$ cat src/rtl/add_share_arbiter.sv
// add_share_arbiter: round-robin sharing of one WIDTH-bit adder among N_REQ
// requesters, with a one-entry registered output stage (sum, carry, id).
// Optional build macro ADD_SHARE_SATURATE_EN: when defined, an overflowing
// sum is clamped to all ones instead of wrapping (carry still reports 1).
//
// Output stage states:
//   state    | meaning
//   ---------+-------------------------------------------------------
//   ST_EMPTY | no result held, rsp_valid=0, a grant may load a result
//   ST_FULL  | result held, rsp_valid=1, refill only when rsp_ready=1
module add_share_arbiter #(
  parameter int N_REQ = 4,
  parameter int WIDTH = 8,
  parameter int IDW   = $clog2(N_REQ)
) (
  input  logic                   clk,
  input  logic                   rst_n,
  input  logic [N_REQ-1:0]       req_valid,
  output logic [N_REQ-1:0]       req_ready,
  input  logic [N_REQ*WIDTH-1:0] req_a,
  input  logic [N_REQ*WIDTH-1:0] req_b,
  output logic                   rsp_valid,
  input  logic                   rsp_ready,
  output logic [WIDTH-1:0]       rsp_sum,
  output logic                   rsp_carry,
  output logic [IDW-1:0]         rsp_id
);

  typedef enum logic {ST_EMPTY, ST_FULL} state_e;

  state_e           state_q, state_d;
  logic [IDW-1:0]   rr_ptr_q, rr_ptr_d;
  logic [WIDTH-1:0] sum_q, sum_d;
  logic             carry_q, carry_d;
  logic [IDW-1:0]   id_q, id_d;

  logic             can_accept;
  logic             gnt_found;
  logic [IDW-1:0]   gnt_idx;
  logic [IDW-1:0]   cand;
  logic             accept;
  logic [WIDTH-1:0] a_arr [N_REQ];
  logic [WIDTH-1:0] b_arr [N_REQ];
  logic [WIDTH-1:0] a_sel, b_sel;
  logic [WIDTH:0]   sum_full;
  logic [WIDTH-1:0] sum_res;

  // Unpack the flat operand buses into per-requester words.
  always_comb begin
    for (int i = 0; i < N_REQ; i++) begin
      a_arr[i] = req_a[i*WIDTH +: WIDTH];
      b_arr[i] = req_b[i*WIDTH +: WIDTH];
    end
  end

  // Round-robin search: first valid requester at or above rr_ptr, wrapping.
  // N_REQ is a power of two, so IDW-bit addition wraps modulo N_REQ.
  always_comb begin
    gnt_found = 1'b0;
    gnt_idx   = '0;
    cand      = '0;
    for (int k = 0; k < N_REQ; k++) begin
      cand = rr_ptr_q + IDW'(k);
      if (!gnt_found && req_valid[cand]) begin
        gnt_found = 1'b1;
        gnt_idx   = cand;
      end
    end
  end

  // One-hot ready to the winner whenever the output stage can take a result.
  // Held low during reset so nothing is acknowledged that will be dropped.
  always_comb begin
    can_accept = (state_q == ST_EMPTY) | rsp_ready;
    accept     = gnt_found & can_accept & rst_n;
    req_ready  = '0;
    for (int i = 0; i < N_REQ; i++) begin
      if (accept && (gnt_idx == IDW'(i))) req_ready[i] = 1'b1;
    end
  end

  // Shared adder on the granted operand pair, with optional clamp on overflow.
  always_comb begin
    a_sel    = a_arr[gnt_idx];
    b_sel    = b_arr[gnt_idx];
    sum_full = {1'b0, a_sel} + {1'b0, b_sel};
`ifdef ADD_SHARE_SATURATE_EN
    sum_res  = sum_full[WIDTH] ? {WIDTH{1'b1}} : sum_full[WIDTH-1:0];
`else
    sum_res  = sum_full[WIDTH-1:0];
`endif
  end

  // Next-state for the output stage and round-robin pointer.
  always_comb begin
    state_d  = state_q;
    rr_ptr_d = rr_ptr_q;
    sum_d    = sum_q;
    carry_d  = carry_q;
    id_d     = id_q;
    if (accept) begin
      state_d  = ST_FULL;
      sum_d    = sum_res;
      carry_d  = sum_full[WIDTH];
      id_d     = gnt_idx;
      rr_ptr_d = gnt_idx + IDW'(1);
    end else if ((state_q == ST_FULL) && rsp_ready) begin
      state_d  = ST_EMPTY;
    end
  end

  // State and result registers; reset discards any held result at once.
  always_ff @(posedge clk or negedge rst_n) begin
    if (!rst_n) begin
      state_q  <= ST_EMPTY;
      rr_ptr_q <= '0;
      sum_q    <= '0;
      carry_q  <= 1'b0;
      id_q     <= '0;
    end else begin
      state_q  <= state_d;
      rr_ptr_q <= rr_ptr_d;
      sum_q    <= sum_d;
      carry_q  <= carry_d;
      id_q     <= id_d;
    end
  end

  assign rsp_valid = (state_q == ST_FULL);
  assign rsp_sum   = sum_q;
  assign rsp_carry = carry_q;
  assign rsp_id    = id_q;

endmodule

$ cat config.mk
export PLATFORM = sky130hd
export DESIGN_NAME = add_share_arbiter
export DESIGN_NICKNAME = d
export VERILOG_FILES = /design/src/rtl/add_share_arbiter.sv
export SDC_FILE = /design/constraint.sdc
export NUM_CORES = 1
export LEC_CHECK = 0
export ABC_AREA = 1
export ABC_CLOCK_PERIOD_IN_PS = 2800
export BUFFER_PORTS_ARGS = -buffer_cell sky130_fd_sc_hd__buf_4
export CAP_MARGIN = 30
export CORE_MARGIN = 5
export CORE_UTILIZATION = 44
export DETAILED_ROUTE_END_ITERATION = 8
export HOLD_SLACK_MARGIN = 0.12
export PLACE_DENSITY_LB_ADDON = 0.08
export SYNTH_ARGS = -nofsm -noshare
export SYNTH_HDL_FRONTEND = slang
export SYNTH_SLANG_ARGS = --single-unit
$ cat constraint.sdc
create_clock -name clk -period 2.8 [get_ports clk]
set_clock_uncertainty 0.05 [all_clocks]
set_input_delay 0.7 -clock clk [delete_from_list [all_inputs] [get_ports clk]]
set_output_delay 0.7 -clock clk [all_outputs]
set_load 0.005 [all_outputs]
==> Word-level counts from Yosys, hierarchy flattened <==
Index checks and enable logic that the tools add are counted.
{ "word_totals": {"latch_bits": 0, "inputBits": 71, "reg_bits": 14, "memories": 0, "mem_bits_ro": 0, "word_cells": 64, "ram_bits": 0} }
{ "op_classes": {"n_addsub": 5, "n_lt_le_gt_ge": 5, "muxes": 28, "shift": 0, "reduce_logical": 13, "n_eq_ne": 3, "n_mul": 0, "bitwise_logic": 5, "div_mod_pow": 0} }
{ "ops": {"columns": ["operator", "n"], "rows": [
  ["binary-select mux 8 bit (select 2 bit)", 2],
  ["two-way mux 8 bit", 4],
  ["two-way mux 1 bit", 14],
  ["< comparator 2 x 3 -> 1 bit (second input constant)", 4],
  ["adder 8 x 8 -> 9 bit", 1],
  ["binary-select mux 1 bit (select 2 bit)", 4],
  ["logical AND 1 bit", 8],
  ["two-way mux 2 bit", 4],
  ["adder 2 x 1 -> 2 bit (second input constant)", 2],
  ["adder 2 bit (second input constant)", 2],
  ["== test 2 bit (second input constant)", 2],
  ["greater-or-equal comparator 3 bit (second input constant)", 1],
  ["zero test 1 bit", 3],
  ["inverter 2 -> 3 bit", 1],
  ["bitwise AND 1 bit", 2],
  ["== test 2 x 1 -> 1 bit (second input constant)", 1],
  ["zero test 2 bit", 1],
  ["nonzero test 2 bit", 1],
  ["inverter 1 bit", 1],
  ["bitwise OR 1 bit", 1]
]} }

==> Logic depth before layout (Yosys ltp) <==
{ "logic_depth": {"depth_word": 17, "mapped_depth": 23} }

==> Worst setup path after synthesis <==
OpenSTA, ideal clock, no wires.
{ "synth_path": {"path_type": "in2reg", "from": "in req_valid[3]", "to": "reg sum_q[7] (netlist: rsp_sum[7])", "setup_slack_ns": -0.270, "path_buffers": 1, "path_stages": 19, "setup_time_ns": 0.117, "arrival_time_ns": 2.902, "cell_sequence": "inv_1 > nand2_1 > nand3_1 > nand2_1 > inv_2 > nand3_1 > nand3_4 > buf_4 > nand2_1 > nand3_1 > nand2_1 > ha_1 > a21oi_1 > nor2_1 > a211oi_1 > nand2_1 > or2_2 > nand3_1 > nand2_1"} }
{ "synth_via": {"elab_chain_cells": 17, "word_cells_on_any_way": 32, "classes_between": "add/sub: 1; mux: 22; bitwise: 3; reduce/logical: 6"} }
{ "synth_rtl": {"columns": ["item", "line", "text"], "rows": [
  ["start, declared", "18", "input logic [N_REQ-1:0] req_valid,"],
  ["binary-select mux 1 bit (select 2 bit)", "64", "if (!gnt_found && req_valid[cand]) begin"],
  ["two-way mux 1 bit (not written as such)", "64", null],
  ["two-way mux 1 bit", "64", null],
  ["zero test 1 bit", "64", null],
  ["logical AND 1 bit", "64", null],
  ["two-way mux 1 bit", "64", null],
  ["zero test 1 bit", "64", null],
  ["logical AND 1 bit", "64", null],
  ["two-way mux 1 bit", "64", null],
  ["zero test 1 bit", "64", null],
  ["logical AND 1 bit", "64", null],
  ["two-way mux 2 bit", "64", null],
  ["inverter 2 -> 3 bit (not written as such)", "84, 85", null],
  ["binary-select mux 8 bit (select 2 bit), on equally long branches", "84, 85", null],
  ["two-way mux 8 bit, on equally long branches (2 in series)", "84, 85", null],
  ["adder 8 x 8 -> 9 bit", "86", "sum_full = {1'b0, a_sel} + {1'b0, b_sel};"],
  ["end signal, assigned", "123", "sum_q <= sum_d;"],
  ["end, declared", "33", "logic [WIDTH-1:0] sum_q, sum_d;"]
]} }
Parallel ways exist; a longest one is shown, timed or not. The select of a mux whose other input is x is not followed.
A chain may end at the register's enable or synchronous reset.

==> Final worst setup path <==
{ "layout_path": {"from": "reg rr_ptr_q[0]", "to": "reg sum_q[7] (netlist: rsp_sum[7])"} }
{ "layout_via": {"elab_chain_cells": 17, "word_cells_on_any_way": 35, "classes_between": "add/sub: 4; mux: 22; bitwise: 3; reduce/logical: 6"} }
{ "layout_rtl": {"columns": ["item", "line", "text"], "rows": [
  ["start, declared", "32", "logic [IDW-1:0] rr_ptr_q, rr_ptr_d;"],
  ["start signal, assigned", "122", "rr_ptr_q <= rr_ptr_d;"],
  ["branches (longest 17 deep; another with adder 2 x 1 -> 2 bit)", null, null]
]} }
Several ways; the timed one is not identified. The select of a mux whose other input is x is not followed.

==> results.cfg <==
[status]
outcome = finished with violations
violations = negative setup slack

[synthesis]
ys_types = 27
ys_warn_count = 0
synth.avg_cell_area_um2 = 5.76
ys_seq_area_share_pct = 16.9
syn_area_um2 = 2080
syn_nets = 445
synth-seq-cells = 14
postSynthCellCount = 361

[run]
max-cap-violations = 0

[sta]
fmax_mhz = 331
setup_viol = 9
fin_crit_sh_pct = 108
slew_headroom_pct = 86.2
worstMarginPinSlew_ns = 0.204
final_max_slew_viol_count = 0
final_hold_viol_count = 0
rsz0062_at_grt = true
fin_ws_ns = -0.223
period_needed_ns = 3.02

[global_routing]
grt.overflow.total = 0
track_usage_pct = 21.6
grt_max_degree = 26
grt_pass1_vias = 2484
grt_pass1_wl_um = 11100
antenna_found_initial = 0

[drt]
antenna_left = 0
drc_errors = 0
avgViaCountPerCell = 4.95
wl_per_cell_um = 13.2
first_pass_iters = 4
first_iter_violations = 113
finalWirelength_um = 7180
vias = 2693

[cells_and_area]
syn_to_final_growth_pct = 75.5
most-common-layout-cells = buf_4 (117), nand2_1 (83), inv_1 (72), nand4_1 (35), nand2_2 (30)
layout.nets = 575
layout_commonest_cell = buf_4
drive_gt1_share_pct = 47.3
num-fill-cells = 343
fin_cells = 544
n_antenna_cell = 0

[critical_path]
ff2ff_path_depth = 21
required_ns = 2.89
r2r_setup_slack_ns = -0.22
crit_path_start_kind = flip-flop
crit_arrival_ns = 3.12
path_max_fanout = 9
crit_path_end_kind = flip-flop
criticalPathCategory = flip-flop to flip-flop

[clocking]
clk_pin_slew_ns = 0.06
clk_latency_ns = 0.25
clock-root-buffer = clkbuf_8
cts-hold-fix-buffers = 0
cts_tree = done
htreeDepth = 1
cts_buffer_depth = 2
cts_buffers = 3
numClockSinks = 14

[placed_design]
dpl.hpwl_um = 4950
finalWeightedCongestion = 0.921
port_buffers = 86
place_inst = 518

[die]
die_h_um = 78.7
rows = 25
num_io_pins = 87
start_util_pct = 44.6
core_um2 = 4660
die-area_um2 = 6200
fp.dieW_um = 78.7

[worst_hold_path]
hp-class = input port to async pin
[registers in the layout (all words and copies together) (netlist names)]
signal,count
rr_ptr_q,2
rsp_carry,1
rsp_valid,1
rsp_id,2
rsp_sum,8
[Yosys cell counts, drive strengths merged]
cell / instances / area share (%)
o21ai: 9 / 2.2
fa: 1 / 0.96
buf: 17 / 5.2
xnor2: 4 / 1.7
nand2: 115 / 21
a21boi: 1 / 0.36
ha: 12 / 7.2
nand4: 35 / 11
dfrtp: 14 / 17
nor2: 11 / 2.3
o211ai: 2 / 0.72
or2: 1 / 0.30
a211oi: 1 / 0.36
a21oi: 4 / 0.96
inv: 87 / 16
o21a: 1 / 0.36
nand3: 46 / 13
[worst max-delay path: stages, from the launching register on]
cell and delay [ns]:
dfrtp_2 0.46, inv_4 0.09, nand2_1 0.08, nand2_2 0.10
nand2_2 0.09, nand2_2 0.07, nor2_4 0.20, nand3_2 0.11
nand3_2 0.09, nand2_4 0.09, buf_6 0.13, buf_4 0.13
nand3_2 0.07, nand2_2 0.07, ha_4 0.25, a21oi_2 0.16
nor2_1 0.06, a211oi_1 0.17, nand2_1 0.11, or2_4 0.24
nand3_2 0.06, nand2_1 0.05
[layout make-up]
| type | count | area, um2 | area share, % |
|---|---|---|---|
| Tap cell | 54 | 67.6 | 1.85 |
| Clock buffer | 4 | 55.1 | 1.51 |
| Timing Repair Buffer | 142 | 1270 | 35.0 |
| Inverter | 87 | 337 | 9.23 |
| Multi-Input combinational cell | 243 | 1560 | 42.8 |
| Sequential cell | 14 | 352 | 9.64 |
[path summary, 6_finish.rpt]
path | from | endpoint
max reg2reg | rr_ptr_q[0] | rsp_sum[7]
min | rst_n | rsp_sum[0]
min in group clk | rsp_sum[2] | rsp_sum[2]
max in group asynchronous | rst_n | rr_ptr_q[0]
min reg2reg | rsp_sum[2] | rsp_sum[2]
max | rr_ptr_q[0] | rsp_sum[7]
[cell families after synthesis]
| family | Yosys count | synth area share (%) |
|---|---|---|
| adders and majority gates | 13 | 8.19 |
| and+or+nand+nor | 208 | 47.2 |
| AOI/OAI and AO/OA | 18 | 4.94 |
| xor gates and xnor gates | 4 | 1.69 |
| DFF | 14 | 16.9 |
| buffers and inverters | 104 | 21.1 |
[layer usage]
layer	track usage [%]	share of wire, %
met3	2.49	5.9
met2	38.8	49
met1	27.3	42
met4	5.42	2.3
met5	0	0
[metrics by stage]
stage               cell area (um2)  setup TNS (ns)  util [%]  worst slack, ns  hold slack (ns)
floorplan                      2180         -0.0691         -          -0.0691            0.354
global placement               3080           -2.74      66.2           -0.318            0.415
detailed placement             3080           -3.38      66.2           -0.398            0.425
CTS                            3460          -0.659      74.3           -0.126            0.245
global route                   3650           -2.99      78.3           -0.375            0.250
finish                         3650           -1.33      78.3           -0.223            0.239
[what timing repair did]
action,in CTS,in global routing
setup buffers,15,3
gates resized for setup,54,34
endpoints found under the setup margin,11,12
pin swaps,19,15
gates cloned,2,2
Power is not shown: default switching activity piles up to over one toggle a cycle in this logic, so the estimate is an artifact.
